===== src/rtl/cmd_cfg_gen_if.sv =====
// Command/response and sample-RAM signals between cmd_cfg_gen and its neighbours.
// Handshake: cmd is valid while cmd_rdy is high; a one-cycle clr_cmd_rdy consumes it. resp is valid on the send_resp pulse; resp_sent completes it.
interface cmd_cfg_gen_if #(
    parameter int NUM_CH = 5,
    parameter int LOG2   = 9
);
    logic [15:0]         cmd;
    logic                cmd_rdy;
    logic                clr_cmd_rdy;
    logic [7:0]          resp;
    logic                send_resp;
    logic                resp_sent;
    logic [LOG2-1:0]     waddr;
    logic [LOG2-1:0]     raddr;
    logic [NUM_CH*8-1:0] rdata;
    logic                rd_done;

    modport master (
        output cmd, cmd_rdy, resp_sent, waddr, rdata,
        input  clr_cmd_rdy, resp, send_resp, raddr, rd_done
    );

    modport slave (
        input  cmd, cmd_rdy, resp_sent, waddr, rdata,
        output clr_cmd_rdy, resp, send_resp, raddr, rd_done
    );
endinterface


===== src/rtl/cmd_cfg_gen.sv =====
// Command decoder and configuration register file for the logic-analyzer capture path.
// Serves register read/write commands and streams per-channel sample dumps, oldest first.
module cmd_cfg_gen #(
    parameter int NUM_CH = 5,
    parameter int LOG2   = 9
) (
    input  logic                clk,
    input  logic                rst_n,
    cmd_cfg_gen_if.slave        bus,
    input  logic                set_capture_done,
    output logic [5:0]          TrigCfg,
    output logic [NUM_CH*5-1:0] CHTrigCfg,
    output logic [3:0]          decimator,
    output logic [7:0]          VIH,
    output logic [7:0]          VIL,
    output logic [7:0]          matchH,
    output logic [7:0]          matchL,
    output logic [7:0]          maskH,
    output logic [7:0]          maskL,
    output logic [15:0]         baud_cnt,
    output logic [LOG2-1:0]     trig_pos,
    output logic [2:0]          fsm_state
);
    localparam logic [7:0] ACK = 8'hA5;
    localparam logic [7:0] NAK = 8'hEE;

    typedef enum logic [2:0] {
        IDLE      = 3'd0,
        WAIT_RESP = 3'd1,
        DUMP_RD   = 3'd2,
        DUMP_SEND = 3'd3,
        DUMP_WAIT = 3'd4
    } state_t;

    state_t          state, state_n;
    logic [7:0]      resp_q, resp_n;
    logic            send_q, send_n;
    logic            clr_q, clr_n;
    logic            done_q, done_n;
    logic [LOG2-1:0] raddr_q, raddr_n;
    logic [LOG2-1:0] cnt_q, cnt_n;
    logic [2:0]      ch_q, ch_n;

    logic [4:0]  ch_cfg [NUM_CH];
    logic [1:0]  opcode;
    logic [5:0]  addr;
    logic [7:0]  data;
    logic        addr_ok;
    logic [7:0]  rd_val;
    logic        reg_wr;
    logic        dump_ok;
    logic [7:0]  ch_byte;
    logic [15:0] tp_ext, tp_hi, tp_lo;

    assign opcode  = bus.cmd[15:14];
    assign addr    = bus.cmd[13:8];
    assign data    = bus.cmd[7:0];
    assign tp_ext  = 16'(trig_pos);
    assign tp_hi   = {data, tp_ext[7:0]};
    assign tp_lo   = {tp_ext[15:8], data};
    assign reg_wr  = (state == IDLE) && bus.cmd_rdy && (opcode == 2'b01) && addr_ok;
    assign dump_ok = TrigCfg[5] && ({1'b0, bus.cmd[2:0]} < 4'(NUM_CH));

    for (genvar g = 0; g < NUM_CH; g++) begin : g_ch_out
        assign CHTrigCfg[g*5 +: 5] = ch_cfg[g];
    end

    // Channel registers sit at 0x01..NUM_CH; anything not listed is unmapped.
    always_comb begin
        addr_ok = 1'b1;
        rd_val  = 8'h00;
        case (addr)
            6'h00: rd_val = {2'b00, TrigCfg};
            6'h0B: rd_val = {4'h0, decimator};
            6'h0C: rd_val = VIH;
            6'h0D: rd_val = VIL;
            6'h0E: rd_val = matchH;
            6'h0F: rd_val = matchL;
            6'h10: rd_val = maskH;
            6'h11: rd_val = maskL;
            6'h12: rd_val = baud_cnt[15:8];
            6'h13: rd_val = baud_cnt[7:0];
            6'h14: rd_val = tp_ext[15:8];
            6'h15: rd_val = tp_ext[7:0];
            default: begin
                addr_ok = 1'b0;
                for (int n = 0; n < NUM_CH; n++) begin
                    if (addr == 6'(n + 1)) begin
                        addr_ok = 1'b1;
                        rd_val  = {3'b000, ch_cfg[n]};
                    end
                end
            end
        endcase
    end

    always_comb begin
        ch_byte = 8'h00;
        for (int n = 0; n < NUM_CH; n++) begin
            if (ch_q == 3'(n)) ch_byte = bus.rdata[n*8 +: 8];
        end
    end

    // A TrigCfg write is applied after the capture-done set so the write wins.
    always_ff @(posedge clk or negedge rst_n) begin
        if (!rst_n) begin
            TrigCfg   <= 6'h03;
            for (int n = 0; n < NUM_CH; n++) ch_cfg[n] <= 5'h01;
            decimator <= 4'h0;
            VIH       <= 8'hAA;
            VIL       <= 8'h55;
            matchH    <= 8'h00;
            matchL    <= 8'h00;
            maskH     <= 8'h00;
            maskL     <= 8'h00;
            baud_cnt  <= 16'h06C8;
            trig_pos  <= LOG2'(1);
        end else begin
            if (set_capture_done) TrigCfg[5] <= 1'b1;
            if (reg_wr) begin
                case (addr)
                    6'h00: TrigCfg        <= data[5:0];
                    6'h0B: decimator      <= data[3:0];
                    6'h0C: VIH            <= data;
                    6'h0D: VIL            <= data;
                    6'h0E: matchH         <= data;
                    6'h0F: matchL         <= data;
                    6'h10: maskH          <= data;
                    6'h11: maskL          <= data;
                    6'h12: baud_cnt[15:8] <= data;
                    6'h13: baud_cnt[7:0]  <= data;
                    6'h14: trig_pos       <= tp_hi[LOG2-1:0];
                    6'h15: trig_pos       <= tp_lo[LOG2-1:0];
                    default: ;
                endcase
                for (int n = 0; n < NUM_CH; n++) begin
                    if (addr == 6'(n + 1)) ch_cfg[n] <= data[4:0];
                end
            end
        end
    end

    always_ff @(posedge clk or negedge rst_n) begin
        if (!rst_n) begin
            state   <= IDLE;
            resp_q  <= 8'h00;
            send_q  <= 1'b0;
            clr_q   <= 1'b0;
            done_q  <= 1'b0;
            raddr_q <= '0;
            cnt_q   <= '0;
            ch_q    <= 3'd0;
        end else begin
            state   <= state_n;
            resp_q  <= resp_n;
            send_q  <= send_n;
            clr_q   <= clr_n;
            done_q  <= done_n;
            raddr_q <= raddr_n;
            cnt_q   <= cnt_n;
            ch_q    <= ch_n;
        end
    end

    always_comb begin
        state_n = state;
        resp_n  = resp_q;
        send_n  = 1'b0;
        clr_n   = 1'b0;
        done_n  = 1'b0;
        raddr_n = raddr_q;
        cnt_n   = cnt_q;
        ch_n    = ch_q;
        case (state)
            IDLE: begin
                if (bus.cmd_rdy) begin
                    clr_n   = 1'b1;
                    send_n  = 1'b1;
                    resp_n  = NAK;
                    state_n = WAIT_RESP;
                    case (opcode)
                        2'b00: if (addr_ok) resp_n = rd_val;
                        2'b01: if (addr_ok) resp_n = ACK;
                        2'b10: begin
                            // A valid dump sends no ACK; the first sample byte is the reply.
                            if (dump_ok) begin
                                send_n  = 1'b0;
                                raddr_n = bus.waddr;
                                cnt_n   = '0;
                                ch_n    = bus.cmd[2:0];
                                state_n = DUMP_RD;
                            end
                        end
                        default: ;
                    endcase
                end
            end
            WAIT_RESP: if (bus.resp_sent) state_n = IDLE;
            DUMP_RD:   state_n = DUMP_SEND;
            DUMP_SEND: begin
                resp_n  = ch_byte;
                send_n  = 1'b1;
                state_n = DUMP_WAIT;
            end
            DUMP_WAIT: begin
                if (bus.resp_sent) begin
                    if (cnt_q == {LOG2{1'b1}}) begin
                        done_n  = 1'b1;
                        state_n = IDLE;
                    end else begin
                        raddr_n = raddr_q + 1'b1;
                        cnt_n   = cnt_q + 1'b1;
                        state_n = DUMP_RD;
                    end
                end
            end
            default: state_n = IDLE;
        endcase
    end

    assign bus.resp        = resp_q;
    assign bus.send_resp   = send_q;
    assign bus.clr_cmd_rdy = clr_q;
    assign bus.rd_done     = done_q;
    assign bus.raddr       = raddr_q;
    assign fsm_state       = state;
endmodule


===== src/flat_wrapper.sv =====
// flat-port wrapper written by rule: the top's interface ports become plain ports
module cmd_cfg_gen_flat 
#(
    parameter int NUM_CH = 5,
    parameter int LOG2   = 9
)
  (clk, rst_n, set_capture_done, TrigCfg, CHTrigCfg, decimator, VIH, VIL, matchH, matchL, maskH, maskL, baud_cnt, trig_pos, fsm_state, bus_cmd, bus_cmd_rdy, bus_resp_sent, bus_waddr, bus_rdata, bus_clr_cmd_rdy, bus_resp, bus_send_resp, bus_raddr, bus_rd_done);
  cmd_cfg_gen_if #(.NUM_CH(NUM_CH), .LOG2(LOG2)) bus_i ();
  input  logic clk;
  input  logic rst_n;
  input  logic set_capture_done;
  output logic [5:0] TrigCfg;
  output logic [NUM_CH*5-1:0] CHTrigCfg;
  output logic [3:0] decimator;
  output logic [7:0] VIH;
  output logic [7:0] VIL;
  output logic [7:0] matchH;
  output logic [7:0] matchL;
  output logic [7:0] maskH;
  output logic [7:0] maskL;
  output logic [15:0] baud_cnt;
  output logic [LOG2-1:0] trig_pos;
  output logic [2:0] fsm_state;
  input wire logic [$bits(bus_i.cmd)-1:0] bus_cmd;
  input wire logic [$bits(bus_i.cmd_rdy)-1:0] bus_cmd_rdy;
  input wire logic [$bits(bus_i.resp_sent)-1:0] bus_resp_sent;
  input wire logic [$bits(bus_i.waddr)-1:0] bus_waddr;
  input wire logic [$bits(bus_i.rdata)-1:0] bus_rdata;
  output wire logic [$bits(bus_i.clr_cmd_rdy)-1:0] bus_clr_cmd_rdy;
  output wire logic [$bits(bus_i.resp)-1:0] bus_resp;
  output wire logic [$bits(bus_i.send_resp)-1:0] bus_send_resp;
  output wire logic [$bits(bus_i.raddr)-1:0] bus_raddr;
  output wire logic [$bits(bus_i.rd_done)-1:0] bus_rd_done;
  assign bus_i.cmd = bus_cmd;
  assign bus_i.cmd_rdy = bus_cmd_rdy;
  assign bus_i.resp_sent = bus_resp_sent;
  assign bus_i.waddr = bus_waddr;
  assign bus_i.rdata = bus_rdata;
  assign bus_clr_cmd_rdy = bus_i.clr_cmd_rdy;
  assign bus_resp = bus_i.resp;
  assign bus_send_resp = bus_i.send_resp;
  assign bus_raddr = bus_i.raddr;
  assign bus_rd_done = bus_i.rd_done;
  cmd_cfg_gen #(.NUM_CH(NUM_CH), .LOG2(LOG2)) u_core (.clk(clk), .rst_n(rst_n), .bus(bus_i), .set_capture_done(set_capture_done), .TrigCfg(TrigCfg), .CHTrigCfg(CHTrigCfg), .decimator(decimator), .VIH(VIH), .VIL(VIL), .matchH(matchH), .matchL(matchL), .maskH(maskH), .maskL(maskL), .baud_cnt(baud_cnt), .trig_pos(trig_pos), .fsm_state(fsm_state));
endmodule

===== config.mk =====
export PLATFORM = sky130hd
export DESIGN_NAME = cmd_cfg_gen_flat
export DESIGN_NICKNAME = d
export VERILOG_FILES = /design/src/rtl/cmd_cfg_gen_if.sv /design/src/rtl/cmd_cfg_gen.sv /design/src/flat_wrapper.sv
export SDC_FILE = /design/constraint.sdc
export NUM_CORES = 1
export LEC_CHECK = 0
export CAP_MARGIN = 25
export CORE_ASPECT_RATIO = 1.2
export CORE_MARGIN = 2
export CORE_UTILIZATION = 30
export CTS_CLUSTER_DIAMETER = 60
export DETAILED_ROUTE_END_ITERATION = 16
export PLACE_DENSITY = 0.61
export SKIP_LAST_GASP = 1
export SLEW_MARGIN = 15
export SYNTH_ARGS = -nofsm -noshare
export SYNTH_HDL_FRONTEND = slang
export SYNTH_SLANG_ARGS = --single-unit

===== constraint.sdc =====
create_clock -name clk -period 5.15 [get_ports clk]
set_input_delay 0.7725 -clock clk [delete_from_list [all_inputs] [get_ports clk]]
set_output_delay 0.7725 -clock clk [all_outputs]
set_load 0.02 [all_outputs]

== Word-level counts from Yosys, hierarchy flattened ==
Index checks and enable logic that the tools add are counted.
Storage, ports and cells
  ROM bits: 0
  register bits: 143
  bits in latches: 0
  memory bits (writable): 0
  input port bits: 70
  memories: 0
  logic and storage cells: 150
  output and inout port bits: 131
Operators by class
  eq/ne operators: 33
  bitwise operators: 2
  add/sub/neg operators: 2
  divide/modulo/power cells: 0
  shifts and indexed selects: 0
  $lt $le $gt $ge: 1
  muxes and demuxes: 54
  multipliers: 0
  reductions and logical operators: 32
Operators with widths (count)
  one-hot mux 8 bit (12 select lines): 1
  two-way mux 9 bit: 10
  two-way mux 8 bit: 7
  one-hot mux 9 bit (2 select lines): 3
  equality test 6 x 5 -> 1 bit (second input constant): 6
  one-hot mux 8 bit (2 select lines): 2
  AND reduction 2 bit: 16
  equality test 6 x 4 -> 1 bit (second input constant): 5
  two-way mux 5 bit: 5
  adder 9 x 1 -> 9 bit (second input constant): 2
  two-way mux 1 bit: 15
  one-hot mux 3 bit (5 select lines): 1
  equality test 3 x 2 -> 1 bit (second input constant): 4
  equality test 6 x 2 -> 1 bit (second input constant): 2
  equality test 6 x 3 -> 1 bit (second input constant): 2
  two-way mux 3 bit: 4
  two-way mux 6 bit: 2
  OR reduction 12 bit: 1
  != test 2 bit (second input constant): 5
  equality test 9 bit (second input constant): 1
  AND reduction 3 bit: 3
  two-way mux 7 bit: 1
  equality test 3 x 1 -> 1 bit (second input constant): 2
  equality test 3 bit (second input constant): 2
  15 further kinds: 22

== Depth between registers and ports, before layout ==
  depth in word-level cells: 11
  mapped depth: 12
  gate-level depth less buffers: 10

== Worst setup path after synthesis ==
Ideal clock, no wire load.
  path type: input -> register
  start point: input bus_cmd[11]
  end point: register u_core.maskH[0]
  buffers on the path: 1
  setup slack: 2463 ps
  required time: 5025 ps
  stages: 5
  arrival time: 2562 ps
  cells stage by stage: buf_2 > or4b_2 > nor3_1 > nand2_1 > mux2_2
Between the ends
  cells in the longest elaborated chain, start to end: 9
  elaborated cells between the ends (all ways): 26
  those cells by class: eq/ne (16); mux (6); reduce/logical (4)
RTL lines
  start: declaration: line flat_wrapper.sv:24  | input wire logic [$bits(bus_i.cmd)-1:0] bus_cmd;
  equality test 6 x 1 -> 1 bit: line cmd_cfg_gen.sv:88  | if (addr == 6'(n + 1)) begin
  two-way mux 1 bit (5 in series): line cmd_cfg_gen.sv:88
  two-way mux 1 bit: line cmd_cfg_gen.sv:72  | case (addr)
  logical AND 1 bit: line cmd_cfg_gen.sv:61  | assign reg_wr = (state == IDLE) && bus.cmd_rdy && (opcode == 2'b01) && addr_ok;
  AND reduction 2 bit (no line) *
  end signal: assignment: line cmd_cfg_gen.sv:128  | 6'h10: maskH <= data;
  end: declaration: line cmd_cfg_gen.sv:18  | output logic [7:0] maskH,
Every way passes the cells marked *; elsewhere a longest branch is shown, timed or not.
A chain may end at the register's enable or synchronous reset.

== Worst setup path in the final report ==
  start point: input bus_cmd_rdy
  end point: register u_core.matchH[4]
Between the ends
  cells in the longest elaborated chain, start to end: 4
RTL lines
  start: declaration: line flat_wrapper.sv:25  | input wire logic [$bits(bus_i.cmd_rdy)-1:0] bus_cmd_rdy;
  logical AND 1 bit (3 in series): line cmd_cfg_gen.sv:61
  AND reduction 2 bit (no line)
  end signal: assignment: line cmd_cfg_gen.sv:126  | 6'h0E: matchH <= data;
  end: declaration: line cmd_cfg_gen.sv:16  | output logic [7:0] matchH,
Every way passes these cells.

==> impl_metrics.env <==
export IMPL_outcome="finished clean"
export IMPL_required_ps=5450
export IMPL_post_cts_buffers=0
export IMPL_regArea_sq_mm=0.00360
export IMPL_grt_pass1_vias=6140
export IMPL_drc=0
export IMPL_hold_ws_ps=251
export IMPL_cp_top_family="simple AND/OR/NAND/NOR gates"
export IMPL_fin_crit_sh=0.657
export IMPL_seq_area_frac_synth=0.497
export IMPL_ys_warn_count=0
export IMPL_setup_violations=0
export IMPL_via_per_inst=5.23
export IMPL_drive_above_1_share=0.256
export IMPL_clock_fmax_mhz=296
export IMPL_final_core_utilization=0.428
export IMPL_area_growth_pct=40.6
export IMPL_synth_edf_count=0
export IMPL_endpoint_kind="flop"
export IMPL_ir_worst_vdd_uv=225
export IMPL_antenna_left=0
export IMPL_critical_path_class="in2reg"
export IMPL_numPortBuffers=200
export IMPL_critical_path_buf_inv_count=2
export IMPL_cts_root_buf="clkbuf_16"
export IMPL_grt_pass1_wl_mm=37.4
export IMPL_hold_viol_final=0
export IMPL_vias=5951
export IMPL_max_stage_delay_ps=630
export IMPL_row_count=62
export IMPL_worst_pin_slew_ps=844
export IMPL_finalNetCount=878
export IMPL_ios=201
export IMPL_hold_class="in2async"
export IMPL_dr_first_iter_drc_count=355
export IMPL_groute_usage_overall=0.194
export IMPL_worstReg2RegStart="u_core.fsm_state[1]$_DFFE_PN0P_"
export IMPL_drt_wirelength_per_cell_microns=21.6
export IMPL_wl_mm=24.6
export IMPL_syn_area_per_cell_sq_um=11.8
export IMPL_tns_ps=0
export IMPL_drv_slew=0
export IMPL_synth_seq_cells=143
export IMPL_synth_cells=613
export IMPL_period_minus_slack_ps=3380
export IMPL_cts_tree="yes"
export IMPL_die_x_microns=146
export IMPL_syn_nets=686
export IMPL_grt_antenna_before_repair=0
export IMPL_ys_flop_type="dfrtp_1"
export IMPL_cts_resized=0
export IMPL_cts_buffer_depth=2
export IMPL_die_area_sq_mm=0.0254
export IMPL_arrival_ps=3690
export IMPL_r2r_cells=6
export IMPL_fin_skew_ps=7.78
export IMPL_cp_start_kind="input port"
export IMPL_floorplan_initialDensity=0.304
export IMPL_ys_types=65
export IMPL_htreeDepth=4
export IMPL_reg2reg_slack_ps=2030
export IMPL_post_dp_hpwl_mm=17.9
export IMPL_insertedDiodeCount=0
export IMPL_path_max_fanout=17
export IMPL_path_cells="clkdlybuf4s50_1, or4b_4, inv_2, o311ai_2, nor3_4, nor4b_4, mux2_2"
export IMPL_grt_max_degree=105
export IMPL_first_pass_iters=5
export IMPL_worstSkewPairLatency_ps=420
export IMPL_timing_rr_end="u_core.matchH[4]$_DFFE_PN0P_"
export IMPL_cts_hold_buffers_added=0
export IMPL_gp_congestion=0.848
export IMPL_slew_headroom=0.435
export IMPL_maxCapViolations=0
export IMPL_multi_input_area_sq_mm=0.00345
export IMPL_numCtsBuffers=17
export IMPL_core_area_sq_mm=0.0238
export IMPL_async_flop_share=1.00
export IMPL_grt_overflow=0
export IMPL_slowest_stage="nor4b_4"
export IMPL_chipHeight_microns=174
export IMPL_syn_cell_area_sq_mm=0.00725
export IMPL_cts_sinks=143
export IMPL_cts_clk_slew_worst_paths_ps=60
export IMPL_p_per_area_mw_per_mm2=339
export IMPL_final_common_cell="clkdlybuf4s50_1"
export IMPL_final_cell_mix="198 x clkdlybuf4s50_1, 122 x dfrtp_1, 118 x mux2_2"
export IMPL_power_leakage_nw=4.32
export IMPL_num_fill_cells=2290
export IMPL_rsz0062_at_grt="no"
==> routing by layer <==
layer  vias to the layer above  part of all wire  GRT usage
met3                        31             0.056     0.0391
li1                       2700                 -          -
met2                       226              0.50      0.323
met5                         -                 0          0
met1                      2994              0.42      0.249
met4                         0             0.023     0.0719
==> how the worst max path moves through the flow <==
stage,end,start,cells after the start
finish,u_core.matchH[4]$_DFFE_PN0P_,bus_cmd_rdy,7
global route,u_core.matchH[4]$_DFFE_PN0P_,bus_cmd_rdy,7
CTS,u_core.matchH[4]$_DFFE_PN0P_,bus_cmd_rdy,7
detailed placement,u_core.matchH[4]$_DFFE_PN0P_,bus_cmd_rdy,7
global placement,u_core.matchH[3]$_DFFE_PN0P_,bus_cmd_rdy,7
floorplan,u_core.maskH[0]$_DFFE_PN0P_,bus_cmd[11],5
==> worst reg2reg max path, cell delays in order, from the launching register on <==
cell and delay (ps):
dfrtp_1 480, or4b_4 630, inv_2 110, o311ai_2 150
nor3_4 600, nor4b_4 630, mux2_2 400
==> registers in the layout, indices dropped and copies added (netlist names), 6 cells and up <==
register / count
u_core.baud_cnt: 16
u_core.cnt_q: 9
u_core.VIH: 8
u_core.TrigCfg: 6
u_core.trig_pos: 9
u_core.CHTrigCfg: 25
u_core.VIL: 8
u_core.maskL: 8
u_core.matchH: 8
u_core.bus.resp: 8
u_core.bus.raddr: 9
u_core.maskH: 8
u_core.matchL: 8
==> power by group <==
group / total [W] / leakage (nW) / switching [W] / internal (W)
logic: 0.000835 / 2.19 / 0.000437 / 0.000399
registers: 0.00139 / 1.86 / 0.000163 / 0.00123
clock network: 0.00123 / 0.274 / 0.000497 / 0.000730
total: 0.00345 / 4.32 / 0.00110 / 0.00236
==> logic make-up after synthesis <==
family | share of synthesized area
buffers and inverters | 0.0273
AO/OA/AOI/OAI | 0.117
adder cells (fa/ha/maj) | 0.00518
multiplexers | 0.235
flip-flops | 0.497
AND/OR/NAND/NOR | 0.118
==> stage by stage <==
step / area (sq um) / total power [W] / setup slack, ps / instances
2_1_floorplan: 7250 / 0.00185 / 2460 / 613
3_3_place_gp: 9590 / 0.00224 / 1410 / 1105
3_5_place_dp: 9590 / 0.00225 / 1360 / 1105
4_1_cts: 10200 / 0.00350 / 1810 / 1137
5_1_grt: 10200 / 0.00363 / 1650 / 1138
6_report: 10200 / 0.00345 / 1770 / 1138
==> cells in the mapped netlist, types with 4 or more instances <==
| master | n | area, sq um |
|---|---|---|
| nor3_1 | 4 | 20.0 |
| buf_2 | 8 | 40.0 |
| nor2_1 | 27 | 101 |
| o22ai_1 | 9 | 56.3 |
| clkbuf_1 | 28 | 105 |
| nor4_1 | 4 | 25.0 |
| mux2_2 | 118 | 1330 |
| a31oi_1 | 9 | 56.3 |
| o2bb2ai_1 | 4 | 35.0 |
| nand2_1 | 30 | 113 |
| dfrtp_1 | 122 | 3050 |
| nand3_1 | 32 | 160 |
| mux2i_1 | 13 | 130 |
| inv_1 | 9 | 33.8 |
| o21ai_0 | 30 | 150 |
| a22oi_1 | 9 | 67.6 |
| dfstp_2 | 21 | 552 |
| buf_1 | 4 | 15.0 |
| mux4_2 | 10 | 225 |
| nand2b_1 | 5 | 31.3 |
| a21oi_1 | 19 | 95.1 |
| a22o_1 | 6 | 52.6 |
| and3_1 | 13 | 81.3 |
| nor2b_1 | 6 | 37.5 |
==> area by class of cell <==
type,count,share of cell area
flip-flops and latches,143,0.354
multi-input cells,420,0.339
repair buffers,213,0.208
clock buffers,20,0.0438
well taps,320,0.0393
clock inverters,12,0.0133
inverters,10,0.00368
Power figures use the tool's default switching activity.
